<file path="config.mk">
export PLATFORM = sky130hd
export DESIGN_NAME = noc16_periph_ctrl_flat
export DESIGN_NICKNAME = d
export VERILOG_FILES = /design/src/rtl/noc16_periph_ctrl_if.sv /design/src/rtl/noc16_periph_ctrl.sv /design/src/flat_wrapper.sv
export SDC_FILE = /design/constraint.sdc
export NUM_CORES = 1
export LEC_CHECK = 0
export CAP_MARGIN = 15
export CORE_MARGIN = 3
export CORE_UTILIZATION = 25
export CTS_BUF_LIST = sky130_fd_sc_hd__clkbuf_8
export DETAILED_ROUTE_END_ITERATION = 10
export SLEW_MARGIN = 40
export SYNTH_ARGS = -nofsm -noshare
export SYNTH_HDL_FRONTEND = slang
export SYNTH_SLANG_ARGS = --single-unit
</file>
<file path="constraint.sdc">
create_clock -name clk -period 7.4 [get_ports clk]
set_input_delay 1.11 -clock clk [delete_from_list [all_inputs] [get_ports clk]]
set_output_delay 1.11 -clock clk [all_outputs]
set_load 0.05 [all_outputs]
</file>
<file path="src/rtl/noc16_periph_ctrl_if.sv">
// ---------------------------------------------------------------------------
// noc16_periph_ctrl_if
//   Request (Tx) and response (Rx) channels of the NOC16 peripheral service
//   port.
//
//   Handshake semantics (both channels): a transfer happens on a rising clock
//   edge where valid and rdy are both 1. A source that raises valid keeps
//   valid and its data stable until that edge. rdy may be raised or lowered
//   freely; rdy while valid is 0 has no effect.
//
//   Signals:
//     Ksubs3_Noc16_TxData_lo/cmd/valid  requester -> controller
//     Ksubs3_Noc16_TxData_rdy           controller -> requester
//     Ksubs3_Noc16_RxData_lo/cmd/valid  controller -> consumer
//     Ksubs3_Noc16_RxData_rdy           consumer   -> controller
//
//   Modports: master = requester/consumer side, slave = controller side.
// ---------------------------------------------------------------------------
interface noc16_periph_ctrl_if;
  logic [63:0] Ksubs3_Noc16_TxData_lo;
  logic [7:0]  Ksubs3_Noc16_TxData_cmd;
  logic        Ksubs3_Noc16_TxData_valid;
  logic        Ksubs3_Noc16_TxData_rdy;
  logic [63:0] Ksubs3_Noc16_RxData_lo;
  logic [7:0]  Ksubs3_Noc16_RxData_cmd;
  logic        Ksubs3_Noc16_RxData_valid;
  logic        Ksubs3_Noc16_RxData_rdy;

  modport master (
    output Ksubs3_Noc16_TxData_lo,
    output Ksubs3_Noc16_TxData_cmd,
    output Ksubs3_Noc16_TxData_valid,
    input  Ksubs3_Noc16_TxData_rdy,
    input  Ksubs3_Noc16_RxData_lo,
    input  Ksubs3_Noc16_RxData_cmd,
    input  Ksubs3_Noc16_RxData_valid,
    output Ksubs3_Noc16_RxData_rdy
  );

  modport slave (
    input  Ksubs3_Noc16_TxData_lo,
    input  Ksubs3_Noc16_TxData_cmd,
    input  Ksubs3_Noc16_TxData_valid,
    output Ksubs3_Noc16_TxData_rdy,
    output Ksubs3_Noc16_RxData_lo,
    output Ksubs3_Noc16_RxData_cmd,
    output Ksubs3_Noc16_RxData_valid,
    input  Ksubs3_Noc16_RxData_rdy
  );
endinterface

</file>
<file path="src/rtl/noc16_periph_ctrl.sv">
// ---------------------------------------------------------------------------
// noc16_periph_ctrl
//   Command controller for the NOC16 peripheral service port. Accepts one
//   request at a time, executes it against the peripheral register set and
//   returns exactly one response per request.
//
//   Ports:
//     clk, reset            clock, synchronous active-high reset
//     bus (slave)           Tx request / Rx response channels
//     ksubsGpioSwitches     board switches, asynchronous to clk
//     ksubsGpioLeds         LED register
//     ksubsAbendSyndrome    sticky abend code
//     ksubsManualWaypoint   waypoint register
//     result_hi/result_lo   64-bit result register halves
//     req_count/err_count   saturating accepted / rejected request counters
//     dbg_state             FSM state (0 IDLE, 1 EXEC, 2 RESP)
//
//   Each request takes IDLE (accept) -> EXEC (execute, register response and
//   side effects) -> RESP (hold response until consumed).
//   CNT_W must be between 1 and 16; counters are zero-extended to 16 bits in
//   the RD_STATUS word.
// ---------------------------------------------------------------------------
module noc16_periph_ctrl #(
  parameter logic [31:0] SERIAL_NUMBER = 32'd1236,
  parameter int          CNT_W         = 16
) (
  input  logic             clk,
  input  logic             reset,
  noc16_periph_ctrl_if.slave bus,
  input  logic [7:0]       ksubsGpioSwitches,
  output logic [7:0]       ksubsGpioLeds,
  output logic [7:0]       ksubsAbendSyndrome,
  output logic [7:0]       ksubsManualWaypoint,
  output logic [31:0]      result_hi,
  output logic [31:0]      result_lo,
  output logic [CNT_W-1:0] req_count,
  output logic [CNT_W-1:0] err_count,
  output logic [1:0]       dbg_state
);

  typedef enum logic [1:0] {
    ST_IDLE = 2'd0,
    ST_EXEC = 2'd1,
    ST_RESP = 2'd2
  } state_t;

  localparam logic [7:0] OP_NOP         = 8'h00;
  localparam logic [7:0] OP_RD_SERIAL   = 8'h01;
  localparam logic [7:0] OP_RD_SWITCH   = 8'h02;
  localparam logic [7:0] OP_WR_LEDS     = 8'h03;
  localparam logic [7:0] OP_WR_ABEND    = 8'h04;
  localparam logic [7:0] OP_WR_WAYPOINT = 8'h05;
  localparam logic [7:0] OP_WR_RESULT   = 8'h06;
  localparam logic [7:0] OP_ADD_RESULT  = 8'h07;
  localparam logic [7:0] OP_RD_STATUS   = 8'h08;

  localparam logic [CNT_W-1:0] CNT_ONE = CNT_W'(1);
  localparam logic [CNT_W-1:0] CNT_MAX = '1;

  state_t state;
  state_t state_next;

  logic        accept;
  logic [7:0]  cmd_q;
  logic [63:0] lo_q;
  logic [7:0]  sw_meta;
  logic [7:0]  sw_sync;

  logic [7:0]  leds;
  logic [7:0]  abend;
  logic [7:0]  waypoint;
  logic [63:0] result;
  logic [63:0] rx_lo;
  logic [7:0]  rx_cmd;

  // Execute-stage results, committed on the EXEC -> RESP edge.
  logic [7:0]  leds_next;
  logic [7:0]  abend_next;
  logic [7:0]  waypoint_next;
  logic [63:0] result_next;
  logic [63:0] exec_lo;
  logic [7:0]  exec_cmd;
  logic        exec_err;
  logic [15:0] req16;
  logic [15:0] err16;

  assign accept = (state == ST_IDLE) && bus.Ksubs3_Noc16_TxData_valid;

  // ---------------------------------------------------------------- FSM
  always_ff @(posedge clk) begin
    if (reset) begin
      state <= ST_IDLE;
    end else begin
      state <= state_next;
    end
  end

  always_comb begin
    state_next = state;
    unique case (state)
      ST_IDLE: if (bus.Ksubs3_Noc16_TxData_valid) state_next = ST_EXEC;
      ST_EXEC: state_next = ST_RESP;
      ST_RESP: if (bus.Ksubs3_Noc16_RxData_rdy) state_next = ST_IDLE;
      default: state_next = ST_IDLE;
    endcase
  end

  // rdy is masked by reset so the requester never sees it high while the
  // controller is being reset.
  always_comb begin
    bus.Ksubs3_Noc16_TxData_rdy   = (state == ST_IDLE) && !reset;
    bus.Ksubs3_Noc16_RxData_valid = (state == ST_RESP);
  end

  assign dbg_state = state;

  // ------------------------------------------------ switch synchroniser
  always_ff @(posedge clk) begin
    if (reset) begin
      sw_meta <= '0;
      sw_sync <= '0;
    end else begin
      sw_meta <= ksubsGpioSwitches;
      sw_sync <= sw_meta;
    end
  end

  // ------------------------------------------------------ decode/execute
  assign req16 = 16'(req_count);
  assign err16 = 16'(err_count);

  always_comb begin
    leds_next     = leds;
    abend_next    = abend;
    waypoint_next = waypoint;
    result_next   = result;
    exec_lo       = '0;
    exec_cmd      = {1'b1, cmd_q[6:0]};
    exec_err      = 1'b0;
    case (cmd_q)
      OP_NOP: exec_lo = '0;
      OP_RD_SERIAL: exec_lo = 64'(SERIAL_NUMBER);
      OP_RD_SWITCH: exec_lo = 64'(sw_sync);
      OP_WR_LEDS: begin
        leds_next = lo_q[7:0];
        exec_lo   = 64'(lo_q[7:0]);
      end
      OP_WR_ABEND: begin
        // Sticky: only a clear or a write into an empty syndrome lands;
        // anything else is silently dropped.
        if ((abend == 8'h00) || (lo_q[7:0] == 8'h00)) abend_next = lo_q[7:0];
        exec_lo = 64'(abend_next);
      end
      OP_WR_WAYPOINT: begin
        waypoint_next = lo_q[7:0];
        exec_lo       = 64'(lo_q[7:0]);
      end
      OP_WR_RESULT: begin
        result_next = lo_q;
        exec_lo     = lo_q;
      end
      OP_ADD_RESULT: begin
        result_next = result + lo_q;
        exec_lo     = result_next;
      end
      // req_count already includes this request (bumped at accept).
      OP_RD_STATUS: exec_lo = {16'h0000, req16, err16, 8'h00, abend};
      default: begin
        exec_err = 1'b1;
        exec_cmd = 8'hFF;
        exec_lo  = 64'(cmd_q);
      end
    endcase
  end

  // ----------------------------------------------------- datapath state
  always_ff @(posedge clk) begin
    if (reset) begin
      cmd_q     <= '0;
      lo_q      <= '0;
      req_count <= '0;
      err_count <= '0;
      leds      <= '0;
      abend     <= '0;
      waypoint  <= '0;
      result    <= '0;
      rx_lo     <= '0;
      rx_cmd    <= '0;
    end else begin
      if (accept) begin
        cmd_q <= bus.Ksubs3_Noc16_TxData_cmd;
        lo_q  <= bus.Ksubs3_Noc16_TxData_lo;
        if (req_count != CNT_MAX) req_count <= req_count + CNT_ONE;
      end
      if (state == ST_EXEC) begin
        leds     <= leds_next;
        abend    <= abend_next;
        waypoint <= waypoint_next;
        result   <= result_next;
        rx_lo    <= exec_lo;
        rx_cmd   <= exec_cmd;
        if (exec_err && (err_count != CNT_MAX)) err_count <= err_count + CNT_ONE;
      end
    end
  end

  assign bus.Ksubs3_Noc16_RxData_lo  = rx_lo;
  assign bus.Ksubs3_Noc16_RxData_cmd = rx_cmd;
  assign ksubsGpioLeds       = leds;
  assign ksubsAbendSyndrome  = abend;
  assign ksubsManualWaypoint = waypoint;
  assign result_hi           = result[63:32];
  assign result_lo           = result[31:0];

endmodule

</file>
<file path="src/flat_wrapper.sv">
// flat-port wrapper written by rule: the top's interface ports become plain ports
module noc16_periph_ctrl_flat 
#(
  parameter logic [31:0] SERIAL_NUMBER = 32'd1236,
  parameter int          CNT_W         = 16
)
  (clk, reset, ksubsGpioSwitches, ksubsGpioLeds, ksubsAbendSyndrome, ksubsManualWaypoint, result_hi, result_lo, req_count, err_count, dbg_state, bus_Ksubs3_Noc16_TxData_lo, bus_Ksubs3_Noc16_TxData_cmd, bus_Ksubs3_Noc16_TxData_valid, bus_Ksubs3_Noc16_TxData_rdy, bus_Ksubs3_Noc16_RxData_lo, bus_Ksubs3_Noc16_RxData_cmd, bus_Ksubs3_Noc16_RxData_valid, bus_Ksubs3_Noc16_RxData_rdy);
  noc16_periph_ctrl_if bus_i ();
  input  logic clk;
  input  logic reset;
  input  logic [7:0] ksubsGpioSwitches;
  output logic [7:0] ksubsGpioLeds;
  output logic [7:0] ksubsAbendSyndrome;
  output logic [7:0] ksubsManualWaypoint;
  output logic [31:0] result_hi;
  output logic [31:0] result_lo;
  output logic [CNT_W-1:0] req_count;
  output logic [CNT_W-1:0] err_count;
  output logic [1:0] dbg_state;
  input wire logic [$bits(bus_i.Ksubs3_Noc16_TxData_lo)-1:0] bus_Ksubs3_Noc16_TxData_lo;
  input wire logic [$bits(bus_i.Ksubs3_Noc16_TxData_cmd)-1:0] bus_Ksubs3_Noc16_TxData_cmd;
  input wire logic [$bits(bus_i.Ksubs3_Noc16_TxData_valid)-1:0] bus_Ksubs3_Noc16_TxData_valid;
  output wire logic [$bits(bus_i.Ksubs3_Noc16_TxData_rdy)-1:0] bus_Ksubs3_Noc16_TxData_rdy;
  output wire logic [$bits(bus_i.Ksubs3_Noc16_RxData_lo)-1:0] bus_Ksubs3_Noc16_RxData_lo;
  output wire logic [$bits(bus_i.Ksubs3_Noc16_RxData_cmd)-1:0] bus_Ksubs3_Noc16_RxData_cmd;
  output wire logic [$bits(bus_i.Ksubs3_Noc16_RxData_valid)-1:0] bus_Ksubs3_Noc16_RxData_valid;
  input wire logic [$bits(bus_i.Ksubs3_Noc16_RxData_rdy)-1:0] bus_Ksubs3_Noc16_RxData_rdy;
  assign bus_i.Ksubs3_Noc16_TxData_lo = bus_Ksubs3_Noc16_TxData_lo;
  assign bus_i.Ksubs3_Noc16_TxData_cmd = bus_Ksubs3_Noc16_TxData_cmd;
  assign bus_i.Ksubs3_Noc16_TxData_valid = bus_Ksubs3_Noc16_TxData_valid;
  assign bus_Ksubs3_Noc16_TxData_rdy = bus_i.Ksubs3_Noc16_TxData_rdy;
  assign bus_Ksubs3_Noc16_RxData_lo = bus_i.Ksubs3_Noc16_RxData_lo;
  assign bus_Ksubs3_Noc16_RxData_cmd = bus_i.Ksubs3_Noc16_RxData_cmd;
  assign bus_Ksubs3_Noc16_RxData_valid = bus_i.Ksubs3_Noc16_RxData_valid;
  assign bus_i.Ksubs3_Noc16_RxData_rdy = bus_Ksubs3_Noc16_RxData_rdy;
  noc16_periph_ctrl #(.SERIAL_NUMBER(SERIAL_NUMBER), .CNT_W(CNT_W)) u_core (.clk(clk), .reset(reset), .bus(bus_i), .ksubsGpioSwitches(ksubsGpioSwitches), .ksubsGpioLeds(ksubsGpioLeds), .ksubsAbendSyndrome(ksubsAbendSyndrome), .ksubsManualWaypoint(ksubsManualWaypoint), .result_hi(result_hi), .result_lo(result_lo), .req_count(req_count), .err_count(err_count), .dbg_state(dbg_state));
endmodule
</file>
After elaboration in Yosys (flattened, before gate mapping)

Index checks and enable logic that the tools add are counted.

Register bits: 282
Input bits: 84
Output and inout port bits: 196
Word-level logic and storage cells: 57

Add/sub/neg operators: 3
Eq/ne operators: 14
Mux-type cells: 8
Reductions and logical operators: 19

Operator list:

| cell                  | count |
|---|---|
| $pmux 64 s8           | 1 |
| $pmux 64 s2           | 1 |
| $add 64x64->64        | 1 |
| $add 16x1->16 const B | 2 |
| $eq 8x3->1 const B    | 4 |
| $ne 16x16->1 const B  | 2 |
| $logic_not 8->1       | 3 |
| $eq 8x2->1 const B    | 2 |
| $reduce_and 2->1      | 7 |
| $reduce_or 9->1       | 1 |
| $eq 8x1->1 const B    | 1 |
| $eq 8x4->1 const B    | 1 |
| $mux 8                | 1 |
| $mux 7                | 1 |
| $pmux 2 s3            | 1 |
| $mux 2                | 2 |
| $logic_and 1x1->1     | 3 |
| $eq 2x1->1 const B    | 1 |
| $eq 2x2->1 const B    | 1 |
| $logic_not 2->1       | 1 |
| $ne 2x1->1 const B    | 1 |
| $ne 2x2->1 const B    | 1 |
| $reduce_bool 2->1     | 1 |
| $reduce_or 2->1       | 1 |
| other kinds (3)       | 3 |

Longest topological paths before layout

Gate-level depths: netlist (run 1).

Word-level depth: 5
Depth in mapped cells: 13

Least setup slack after synthesis (run 1)

OpenSTA, ideal clock, no wires.

Path kind: input to output
Start point: input port reset
End point: output port bus_Ksubs3_Noc16_TxData_rdy
Arrival time: 2.371 ns
Data required time: 6.290 ns
Path slack: 3.919 ns
Stages on the path: 2
Path buffers: 1
Path through: clkbuf_1 -> nor3_1

Cells in the longest elaborated chain, start to end: 2

Ends and longest elaborated chain:

| what              | RTL line                 | RTL |
|---|---|---|
| from (decl)       | flat_wrapper.sv:10       | `input logic reset;` |
| $logic_not 1->1   | noc16_periph_ctrl.sv:111 | `bus.Ksubs3_Noc16_TxData_rdy = (state == ST_IDLE) && !reset;` |
| $logic_and 1x1->1 | noc16_periph_ctrl.sv:111 |  |
| to (decl)         | flat_wrapper.sv:23       | `output wire logic [$bits(bus_i.Ksubs3_Noc16_TxData_rdy)-1:0] bus_Ksubs3_Noc16_TxData_rdy;` |

Every way passes these cells.

Worst setup path after layout (run 1)

Start point: register u_core.lo_q[0]
End point: register u_core.result[58]

Cells in the longest elaborated chain, start to end: 2

Ends and longest elaborated chain:

| what                   | RTL line                 | RTL |
|---|---|---|
| from (decl)            | noc16_periph_ctrl.sv:65  | `logic [63:0] lo_q;` |
| from (signal assigned) | noc16_periph_ctrl.sv:192 | `lo_q <= bus.Ksubs3_Noc16_TxData_lo;` |
| $add 64x64->64         | noc16_periph_ctrl.sv:163 | `result_next = result + lo_q;` |
| $pmux 64 s2            | noc16_periph_ctrl.sv:140 | `case (cmd_q)` |
| to (signal assigned)   | noc16_periph_ctrl.sv:199 | `result <= result_next;` |
| to (decl)              | noc16_periph_ctrl.sv:72  | `logic [63:0] result;` |

Every way passes these cells.
A chain may end at the register's enable or synchronous reset.

==> run_results.csv, run 1 <==
group,metric,value,unit
finish,drive_gt1_frac,0.0637,
timing,tightestPinTransition,0.851,ns
synthesis,muxShareOfSynthArea,0.0165,
worst_setup_path,crit_path_max_fanout,8,
routing,ant_nets,0,
power,pwr-share-clk,0.413,
timing,max_freq,259,MHz
synthesis,ys_async_sr_fraction,0,
timing,holdWs,0.436,ns
die,num_rows,89,
finish,layout_common_cells,"300 x nand2_1, 282 x dfxtp_1, 278 x clkdlybuf4s50_1",
finish,final_common_cell,"nand2_1",
power,power_frac_comb,0.129,
clock_tree,post_cts_buffers,0,
timing,clock_skew,0.0811,ns
clock_tree,ctsHoldBuffers,0,
routing,routedWlPerCell,20.1,um
worst_setup_path,cp-start-kind,"register",
clock_tree,numCtsBuffers,52,
clock_tree,clk_latency,0.68,ns
routing,firstDrtPassIters,5,
power,internal-power,0.00249,W
power,power_frac_seq,0.458,
die,dieArea,63700,um^2
worst_setup_path,crit_type,"register to register",
synthesis,syn_nets,2095,
routing,drcViolationCount,0,
timing,min_period_over_period,0.523,
synthesis,synth_edf_count,0,
power,ir_worst_vdd,0.142,mV
die,die_x,252,um
die,core,59600,um^2
placement,routabilityCongestion,0.866,
grt,grt-ovfl-total,0,
die,die_h,252,um
grt,grt_pass1_vias,15157,
routing,drt_iter0_markers,1000,
routing,viasPerCell,5.18,
synthesis,yosys.area_share.simple,0.222,
clock_tree,cts_tree,"done",
worst_setup_path,crit_path_end_kind,"register",
synthesis,synth_top_family_by_area,"compound AO/OA/AOI/OAI gates",
outcome,status,"completed",
synthesis,synth_area,15200,um^2
clock_tree,cts.sinks,282,
power,p_switching,0.00106,W
placement,hpwl,43.1,mm
power,leakage,7.10,nW
clock_tree,cts_htree_levels,2,
finish,final_nets,2312,
synthesis,synthXorXnorAreaFrac,0.0414,
finish,area_delta_synth_final,29.5,%
clock_tree,ctsResizeCount,0,
routing,num_vias,15377,
placement,place.port_buffers,279,
worst_setup_path,worst_ep_arrival_time,4.39,ns
worst_setup_path,required,7.92,ns
routing,wirelength,59.6,mm
grt,antenna_found_initial,2,
clock_tree,clk_pin_slew,0.06,ns
timing,slew-limit-headroom,0.433,
grt,track_usage,0.182,
die,boundaryPins,280,
timing,final-setup-viol-count,0,
synthesis,synthAdderAreaFrac,0.0549,
run,max_cap_violations,0,
clock_tree,ctsRootBufferMaster,"clkbuf_8",
timing,final-hold-violation-count,0,
synthesis,yosysUniqueCellTypes,77,
timing,rsz0062_at_grt,"false",
grt,grt_max_degree,198,
grt,grt_pass1_wl,91.7,mm
clock_tree,cts_max_path_buffers,3,
timing,maxSlewViolCount,0,
hold_path,hold_class,"register to register",
synthesis,yosys_warnings,0,
timing,tns,0,ns
synthesis,avgSynthCellArea,7.81,um^2
synthesis,synth_compound_area_frac,0.252,
power,power_density,181,nW/um^2
synthesis,ys_ff_latch,282,
die,initial_utilization,0.255,
timing,min_period,3.87,ns
synthesis,ys.flop_type,"dfxtp_1",
synthesis,ys_seq_area_frac,0.372,
synthesis,syn_inst,1945,
power,swShare,0.299,
-- power groups by stage --
stage | Combinational, W | Clock [W] | Sequential, W
2_1_floorplan | 0.000227 | 0 | 0.00170
3_3_place_gp | 0.000452 | 0 | 0.00166
3_5_place_dp | 0.000456 | 0 | 0.00166
4_1_cts | 0.000458 | 0.00151 | 0.00163
5_1_grt | 0.000497 | 0.00158 | 0.00163
6_report | 0.000456 | 0.00147 | 0.00163
-- Yosys cell counts (all sizes together) (4+ instances only) --
library cell,instances,share of area
nand2,302,0.075
dfxtp,282,0.37
a21oi,236,0.079
nor2,211,0.052
clkbuf,107,0.026
o21ai,79,0.027
a211oi,66,0.035
ha,65,0.054
nor3,60,0.021
nand3,46,0.015
xnor2,39,0.023
a221oi,35,0.021
xor2,32,0.018
nand4,31,0.013
a21o,27,0.013
buf,27,0.0082
inv,27,0.0067
mux2i,25,0.016
nor2b,25,0.010
or3,24,0.0099
a31oi,15,0.0066
o21bai,15,0.0074
and3,13,0.0054
o211ai,12,0.0063
a221o,11,0.0073
a22oi,11,0.0054
nor4,11,0.0045
o21a,11,0.0054
and2,10,0.0041
nand2b,10,0.0041
a311oi,6,0.0035
a2111oi,5,0.0041
a222oi,5,0.0033
a32oi,5,0.0029
and4,5,0.0029
o31ai,5,0.0031
o31a,4,0.0023
or2,4,0.0016
-- routing by layer --
metal	routed length, um	GRT usage
met5	0	0
met4	1620	0.0560
met3	4390	0.0393
met2	27400	0.298
met1	26100	0.240
-- area by class of cell --
cell class	instances	area [um^2]
Clock inverter	31	193
Antenna cell	1	2.50
Sequential cell	282	5650
Timing Repair Buffer	297	2980
Tap cell	773	967
Clock buffer	58	798
Multi-Input combinational cell	1502	8980
Fill cell	6226	39900
Inverter	27	101
-- worst max-delay path, cell delays in order (launching register included) --
cell and delay [ns]:
dfxtp_1 0.48, ha_1 0.23, inv_1 0.06, fa_1 0.39
nand2b_1 0.20, a21oi_1 0.35, o21ai_0 0.18, a21oi_1 0.34
o311ai_2 0.21, a2111o_1 0.48, a21oi_1 0.29, or3_1 0.17
nand3_1 0.08, a211oi_1 0.25
-- path summary, 6_finish.rpt --
path                     startpoint                end  slack [ns]  cells past startpoint
hold / removal    u_core.sw_meta[7]  u_core.sw_sync[7]        0.44                      1
setup reg to reg     u_core.lo_q[0]  u_core.result[58]        3.53                     13
setup / recovery     u_core.lo_q[0]  u_core.result[58]        3.53                     13
hold reg to reg   u_core.sw_meta[7]  u_core.sw_sync[7]        0.44                      1
-- flip-flops by register name (all words and copies together), names as in the netlist, 8 cells and up --
register / flops
u_core.bus.Ksubs3_Noc16_RxData_lo: 64
u_core.lo_q: 64
u_core.result: 64
u_core.err_count: 16
u_core.req_count: 16
u_core.bus.Ksubs3_Noc16_RxData_cmd: 8
u_core.cmd_q: 8
u_core.ksubsAbendSyndrome: 8
u_core.ksubsGpioLeds: 8
u_core.ksubsManualWaypoint: 8
u_core.sw_meta: 8
u_core.sw_sync: 8
-- through the flow --
stage	worst slack, ns	cell area (um^2)	total power, W	util	std cells
CTS	3.50	19600	0.00360	0.329	2968
floorplan	3.92	15200	0.00193	-	1945
global placement	3.66	18600	0.00211	0.312	2879
detailed placement	3.59	18600	0.00212	0.313	2879
global route	3.28	19700	0.00371	0.330	2971
finish	3.53	19700	0.00355	0.330	2971
-- cell families after synthesis --
logic type	Yosys count
multiplexers	25
buffers and inverters	161
XOR/XNOR	71
AND/OR/NAND/NOR	758
AO/OA/AOI/OAI	582
adder cells (fa/ha/maj)	66
flip-flops	282
No activity file was read; power rests on OpenSTA's default activity.
==> run 2, diff against run 1 <==
==> constraint.sdc (replaced) <==
create_clock -name clk -period 3.5 [get_ports clk]
set_input_delay 0.525 -clock clk [delete_from_list [all_inputs] [get_ports clk]]
set_output_delay 0.525 -clock clk [all_outputs]
set_load 0.05 [all_outputs]
==> run_results.csv, run 2 (synthesis results as in run 1) <==
group,metric,value,unit
outcome,status,"completed",
timing,maxSlewViolCount,0,
clock_tree,cts_htree_levels,2,
grt,grt-ovfl-total,0,
die,boundaryPins,280,
timing,final-hold-violation-count,0,
timing,slew-limit-headroom,0.443,
worst_setup_path,crit_chain,"ha_1, inv_1, fa_1, nand2b_1, a21oi_2, o2111ai_1, a31oi_4, o31ai_4, o31ai_2, buf_4, a211oi_1, xnor2_1, a221oi_1, nor3_1",
timing,min_period,3.30,ns
timing,clock_skew,0.0298,ns
grt,track_usage,0.187,
hold_path,hold_class,"input port to register",
routing,drt_iter0_markers,1121,
placement,routabilityCongestion,0.883,
worst_setup_path,cp-start-kind,"register",
die,core,59600,um^2
finish,post-route-util,0.341,
clock_tree,clk_pin_slew,0.07,ns
worst_setup_path,path_buf_inv,2,
timing,tightestPinTransition,0.835,ns
die,dieArea,63700,um^2
placement,hpwl,45.4,mm
finish,drive_gt1_frac,0.0893,
grt,met1_usage,0.248,
die,die_x,252,um
routing,num_vias,15639,
finish,final_area,20300,um^2
worst_setup_path,crit_path_end_kind,"register",
die,num_rows,89,
power,power_density,406,nW/um^2
clock_tree,clk_latency,0.65,ns
placement,place_inst,2925,
clock_tree,cts_tree,"done",
clock_tree,numCtsBuffers,53,
grt,antenna_found_initial,1,
finish,fin_cells,3025,
routing,viasPerCell,5.17,
routing,drcViolationCount,0,
grt,grt_pass1_vias,15169,
die,die_h,252,um
run,max_cap_violations,0,
finish,layout_common_cells,"300 x nand2_1, 282 x dfxtp_1, 278 x clkdlybuf4s50_1",
timing,rsz0062_at_grt,"false",
finish,fillers,6252,
finish,final_nets,2358,
routing,ant_nets,0,
clock_tree,cts_max_path_buffers,3,
finish,area_delta_synth_final,33.7,%
timing,max_freq,303,MHz
worst_setup_path,crit_path_max_fanout,4,
clock_tree,ctsRootBufferMaster,"clkbuf_8",
worst_setup_path,crit_type,"register to register",
power,ir_worst_vdd,0.238,mV
worst_setup_path,worst_ep_arrival_time,3.82,ns
grt,grt_pass1_wl,93.0,mm
worst_setup_path,crit_family,"compound AO/OA/AOI/OAI gates",
finish,final_common_cell,"nand2_1",
power,power,0.00825,W
power,leakage,7.42,nW
worst_setup_path,required,4.02,ns
routing,routedWlPerCell,20.4,um
grt,gr-usage-met3,0.0400,
worst_setup_path,cp_slowest_stage_delay,0.38,ns
placement,place.port_buffers,279,
routing,wirelength,61.9,mm
routing,firstDrtPassIters,5,
grt,grt_max_degree,140,
clock_tree,cts.sinks,282,
grt,grt-busiest-layer,"met2",
placement,postPlaceCellArea,19000,um^2
timing,min_period_over_period,0.944,
die,initial_utilization,0.255,
grt,use_met2,0.307,
worst_setup_path,critical-path-slowest-cell,"fa_1",
timing,final-setup-viol-count,0,
==> run 2: cell types whose count changed in the layout (fill, tap and decap cells not counted), sizes merged <==
cell,change
buf,+45
clkinvlp,+4
bufinv,+7
inv,-5
clkinv,-2
clkbuf,+5
==> run 2: power by group <==
group          internal [W]  switching (W)  total [W]  leakage (nW)
clock network       0.00224        0.00155    0.00379         0.681
logic              0.000372       0.000666    0.00104          4.45
registers           0.00331       0.000101    0.00342          2.29
==> run 2: final cells by class <==
type / instances / area, um^2 / area share
Antenna cell: 1 / 2.50 / 0.000123
Clock buffer: 63 / 867 / 0.0427
Clock inverter: 35 / 392 / 0.0193
Inverter: 27 / 101 / 0.00499
Multi-Input combinational cell: 1502 / 9010 / 0.444
Sequential cell: 282 / 5650 / 0.278
Tap cell: 773 / 967 / 0.0476
Timing Repair Buffer: 342 / 3310 / 0.163
==> run 2: stage by stage <==
step           setup slack [ns]  setup TNS (ns)  hold WS [ns]
2_1_floorplan             0.264               0         0.414
3_3_place_gp           -0.00156        -0.00156         0.431
3_5_place_dp            -0.0497         -0.0497         0.420
4_1_cts                  0.0172               0         0.289
5_1_grt                  0.0117               0         0.319
6_report                  0.196               0         0.335
==> run 2: per-layer routing <==
layer	wire, um	vias to the layer above
met5	0	-
met4	1430	0
met3	4060	87
met2	28900	535
met1	27500	7478
li1	-	7539
==> run 2: worst paths after layout <==
check	cells after the start	startpoint	end	slack, ns
setup / recovery	14	u_core.result[0]	u_core.result[60]	0.20
hold / removal	2	reset	u_core.dbg_state[1]	0.34
setup reg to reg	14	u_core.result[0]	u_core.result[60]	0.20
hold reg to reg	1	u_core.sw_meta[7]	u_core.sw_sync[7]	0.43
==> run 2: what timing repair did <==
item                                    CTS  global route
pin swaps                                 1             3
endpoints found under the setup margin    2            27
setup buffers                             0             1
gates resized for setup                   1             8
hold buffers                              0             0
gates cloned                              0             0
